[src/rtl/interrupt_ctrl.sv]
// Interrupt controller: latches IRQ pulses into IF, masks with IE, gates with IME,
// and runs the CPU dispatch handshake that hands back a fixed-priority vector.
//
// state  | meaning
// IDLE   | no dispatch in progress, INT_ACK takes a vector
// VECTOR | vector registered and held until IME_SET, further INT_ACKs ignored
module interrupt_ctrl #(
    parameter int          NUM_SRC    = 5,
    parameter logic [7:0]  VEC_BASE   = 8'h40,
    parameter logic [7:0]  VEC_STRIDE = 8'h08,
    parameter logic [15:0] IF_ADDR    = 16'hFF0F,
    parameter logic [15:0] IE_ADDR    = 16'hFFFF
) (
    input  logic        clk,
    input  logic        rst,
    input  logic [15:0] ADDR,
    input  logic        WR,
    input  logic        RD,
    input  logic [7:0]  MMIO_DATA_out,
    output logic [7:0]  MMIO_DATA_in,
    input  logic        IRQ_VBLANK,
    input  logic        IRQ_LCDC,
    input  logic        IRQ_TIMER,
    input  logic        IRQ_SERIAL,
    input  logic        IRQ_JOYPAD,
    input  logic        IME_SET,
    input  logic        IME_CLR,
    input  logic        INT_ACK,
    output logic        INT_PENDING,
    output logic        INT_REQ,
    output logic [7:0]  INT_VEC,
    output logic        INT_VEC_VALID
);

    localparam int IDX_W = $clog2(NUM_SRC);

    typedef enum logic {IDLE, VECTOR} state_t;

    state_t             state;
    logic [NUM_SRC-1:0] if_q;
    logic [NUM_SRC-1:0] if_next;
    logic [NUM_SRC-1:0] irq_vec;
    logic [NUM_SRC-1:0] pending;
    logic [7:0]         ie_q;
    logic               ime_q;
    logic [IDX_W-1:0]   idx;
    logic               ack_take;
    logic               wr_if;
    logic               wr_ie;
    logic [7:0]         vec_next;
    logic               unused_rd;

    assign unused_rd   = RD;
    assign irq_vec     = {IRQ_JOYPAD, IRQ_SERIAL, IRQ_TIMER, IRQ_LCDC, IRQ_VBLANK};
    assign pending     = if_q & ie_q[NUM_SRC-1:0];
    assign INT_PENDING = |pending;
    assign INT_REQ     = INT_PENDING & ime_q;
    assign ack_take    = INT_ACK && (state == IDLE);
    assign wr_if       = WR && (ADDR == IF_ADDR);
    assign wr_ie       = WR && (ADDR == IE_ADDR);

    // scan from the top so the lowest set bit (highest priority) wins
    always_comb begin
        idx = '0;
        for (int i = NUM_SRC - 1; i >= 0; i--) begin
            if (pending[i]) idx = IDX_W'(i);
        end
    end

    assign vec_next = INT_PENDING ? (VEC_BASE + 8'(idx) * VEC_STRIDE) : 8'h00;

    // CPU write first, then the dispatch clear, then new pulses so none are lost
    always_comb begin
        if_next = if_q;
        if (wr_if) if_next = MMIO_DATA_out[NUM_SRC-1:0];
        if (ack_take && INT_PENDING) if_next = if_next & ~(NUM_SRC'(1) << idx);
        if_next = if_next | irq_vec;
    end

    always_comb begin
        MMIO_DATA_in = 8'hFF;
        if (ADDR == IF_ADDR)      MMIO_DATA_in = {{(8-NUM_SRC){1'b1}}, if_q};
        else if (ADDR == IE_ADDR) MMIO_DATA_in = ie_q;
    end

    always_ff @(posedge clk or negedge rst) begin
        if (!rst) begin
            state         <= IDLE;
            if_q          <= '0;
            ie_q          <= 8'h00;
            ime_q         <= 1'b0;
            INT_VEC       <= 8'h00;
            INT_VEC_VALID <= 1'b0;
        end else begin
            if_q <= if_next;
            if (wr_ie) ie_q <= MMIO_DATA_out;

            if (IME_CLR)       ime_q <= 1'b0;
            else if (ack_take) ime_q <= 1'b0;
            else if (IME_SET)  ime_q <= 1'b1;

            case (state)
                IDLE: begin
                    if (INT_ACK) begin
                        state         <= VECTOR;
                        INT_VEC       <= vec_next;
                        INT_VEC_VALID <= 1'b1;
                    end else if (IME_SET) begin
                        INT_VEC_VALID <= 1'b0;
                    end
                end
                VECTOR: begin
                    if (IME_SET) begin
                        state         <= IDLE;
                        INT_VEC_VALID <= 1'b0;
                    end
                end
                default: state <= IDLE;
            endcase
        end
    end

endmodule
[config.mk]
export PLATFORM = sky130hd
export DESIGN_NAME = interrupt_ctrl
export DESIGN_NICKNAME = d
export VERILOG_FILES = /design/src/rtl/interrupt_ctrl.sv
export SDC_FILE = /design/constraint.sdc
export NUM_CORES = 1
export LEC_CHECK = 0
export CAP_MARGIN = 20
export CORE_MARGIN = 3
export CORE_UTILIZATION = 42
export CTS_CLUSTER_SIZE = 12
export DETAILED_ROUTE_END_ITERATION = 12
export PLACE_DENSITY = 0.84
export SYNTH_ARGS = -nofsm -noshare
export SYNTH_HDL_FRONTEND = slang
export SYNTH_SLANG_ARGS = --single-unit
[constraint.sdc]
create_clock -name clk -period 2.3 [get_ports clk]
set_clock_uncertainty 0.05 [all_clocks]
set_input_delay 0.345 -clock clk [delete_from_list [all_inputs] [get_ports clk]]
set_output_delay 0.345 -clock clk [all_outputs]
set_load 0.02 [all_outputs]
==> results.ini <==
[die]
start_util = 0.462
die_w_um = 56.5
io_pins = 55
num_rows = 17
core_region_area_mm2 = 0.00232
die_y_um = 56.5
dieArea_mm2 = 0.00319

[global_route]
gr-usage-met2 = 0.355
use_met1 = 0.204
grt_max_degree = 21
grt.met3_usage = 0.0414
grt_use_total = 0.187
grt-busiest-layer = met2
antenna_found_initial = 0
grt_pass1_vias = 1092
overflow = 0
grt_first_pass_wirelength_um = 4710

[placed_design]
hpwl_um = 2330
place_inst = 183
dpl_cell_area_mm2 = 0.00165
place.port_buffers = 49
gp_congestion = 0.818

[route]
dr.pass1.iters = 4
vias_per_cell = 5.53
drcViolationCount = 0
vias = 1057
drt-total-wl_um = 3130
drt_iter0_drc = 17
ant_nets = 0
wl_per_cell_um = 16.4

[clock_network]
numClockSinks = 20
cts_root_buf = clkbuf_4
cts_tree = built
ctsHoldBuffers = 0
cts_buffers = 3
htree_levels = 1
clock_path_buffers = 2
clkLatencyLatePin_ns = 0.30
path_clk_slew_ns = 0.12

[yosys]
synth_common_cells = 20 x dfrtp_1, 14 x nand2_1, 8 x mux2_1
synth_area_mm2 = 0.00107
synth_cell_types = 32
netlist_instances = 100
synth-edff-count = 0
ys_ff_latch = 20
syn_area_per_cell_um2 = 10.7
seq_area_frac_synth = 0.467
ys.flop_type = dfrtp_1
synth.area.top_cells = dfrtp_1 47%, mux2_1 8.4%, nand2_1 4.9%, o22a_1 4.1%, buf_4 3.5%
yosysTopAreaCellShare = 0.467
yosys_warnings = 0
synth_most_common_cell = dfrtp_1
synth-async-reset-ratio = 1.00
synth_largest_area_cell = dfrtp_1

[critical_path]
cp.required_ns = 1.90
worstPathArrival_ns = 1.89
path_delay_family = buffers and inverters
worst_path_max_delay_cell = clkdlybuf4s50_1
crit_path_start_kind = input pin
path_class = in -> out
crit_chain = clkdlybuf4s50_1, nand4_1, nor2_2, nand2_2, buf_4, or2_2, buf_2
cp-end-kind = output pin
cp.buffers_inverters = 3
max_stage_delay_ns = 0.46
crit_path_max_fanout = 6

[timing]
rsz0062_at_grt = true
maxSlewViolCount = 0
holdWs_ns = 0.326
setup_viol = 0
period_share = 0.995
post-route-min-period_ns = 2.29
fmax_mhz = 437
hold_violations = 0

[final_layout]
nNetsFinal = 200
multi_input_area_um2 = 552
syn_to_final_growth_pct = 63.4
n_antenna_cell = 0
stdcell_count = 191
finish.instance_area_mm2 = 0.00175
num-fill-cells = 157
regArea_um2 = 500
layout-drive-gt1-share = 0.202

[pwr]
ir_drop_mv = 0.352
p_total_w = 0.000766
swShare = 0.216
cellLeakagePower_nw = 0.797
p_switching_w = 0.000166
pwr-share-seq = 0.472
power.internal_w = 0.000601
combPwrFrac = 0.150
p_per_area_mw_per_mm2 = 438
clkPwrFrac = 0.378

[status]
outcome = finished clean

[worst_hold_path]
worstHoldPathType = in -> async

[job]
cap_violations = 0

[layout by cell type (no fill, tap or decap), drive strengths merged]
master / n
or2: 3
inv: 4
o2111a: 1
a311o: 3
and2: 1
o21ai: 2
a21o: 2
nand4b: 2
nand2: 14
dlymetal6s2s: 7
and2b: 1
and3: 1
buf: 16
nand3b: 2
a32o: 1
a31o: 1
o22a: 5
dfrtp: 20
mux2: 8
clkdlybuf4s50: 36
nor4: 2
nor2: 3
bufinv: 1
and4: 3
clkbuf: 4
nand4: 6
a21boi: 1
a211o: 1
dlygate4sd2: 2
nand3: 2
nor3: 1
conb: 4
nor2b: 1
a22oi: 2
[per-layer routing]
layer / up-vias / share of wire / wire (um)
met3: 8 / 0.072 / 227
met2: 51 / 0.53 / 1650
met4: 0 / 0.033 / 102
li1: 497 / - / -
met5: - / 0 / 0
met1: 501 / 0.37 / 1150
[cells by family (layout without fill, tap and decap cells)]
kind of cell | Yosys count | in the layout | synth area share
and+or+nand+nor | 42 | 42 | 0.243
DFF | 20 | 20 | 0.467
AOI/OAI and AO/OA | 19 | 19 | 0.150
buffers and inverters | 10 | 70 | 0.0526
muxes | 8 | 8 | 0.0841
other | 1 | 4 | 0.00350
[registers in the layout (all words and copies together) (netlist names)]
| signal | flops |
|---|---|
| ime_q | 1 |
| state | 1 |
| if_q | 5 |
| INT_VEC | 4 |
| INT_VEC_VALID | 1 |
| ie_q | 8 |
[per-stage QoR]
stage               utilization  setup slack (ns)  setup TNS (ns)
floorplan                     -             0.575               0
global placement          0.710            -0.248           -1.86
detailed placement        0.710            -0.300           -2.02
CTS                       0.734            -0.183          -0.364
global route              0.755           -0.0606          -0.258
finish                    0.755            0.0105               0
[power groups by stage]
stage	Sequential, W	Combinational (W)	Clock, W
after floorplan	0.000371	0.0000287	0
final	0.000362	0.000115	0.000290
after global placement	0.000368	0.000109	0
after detailed placement	0.000369	0.000112	0
after CTS	0.000362	0.000113	0.000294
after global routing	0.000363	0.000122	0.000309
[cell type report]
cell class                 instances  share of cell area
timing repair buffer              62               0.340
multi-input combinational         73               0.315
sequential                        20               0.286
tap                               28              0.0200
clock inverter                     1              0.0172
clock buffer                       3              0.0129
inverter                           4             0.00858
[worst paths after layout]
| kind | startpoint | endpoint | slack (ns) | cells after the start |
|---|---|---|---|---|
| max in group asynchronous | rst | ie_q[6] | 1.66 | 2 |
| max reg2reg | if_q[1] | if_q[4] | 0.56 | 5 |
| max | ADDR[10] | MMIO_DATA_in[5] | 0.01 | 7 |
| min reg2reg | INT_VEC[4] | INT_VEC[4] | 0.44 | 2 |
| min | rst | ie_q[2] | 0.33 | 2 |
| min in group clk | INT_VEC[4] | INT_VEC[4] | 0.44 | 2 |
[worst register-to-register path, stage by stage (launching register included)]
cell and delay (ns):
dfrtp_1 0.46, a22oi_1 0.23, buf_4 0.17, nand4b_1 0.17, and4_1 0.25, a311o_1 0.30
[what timing repair did]
action,4_1_cts,5_1_grt
resized for setup,19,11
pin swaps,2,5
setup endpoints to repair,9,9
setup buffers,1,3
(Power assumes the default switching activity.)
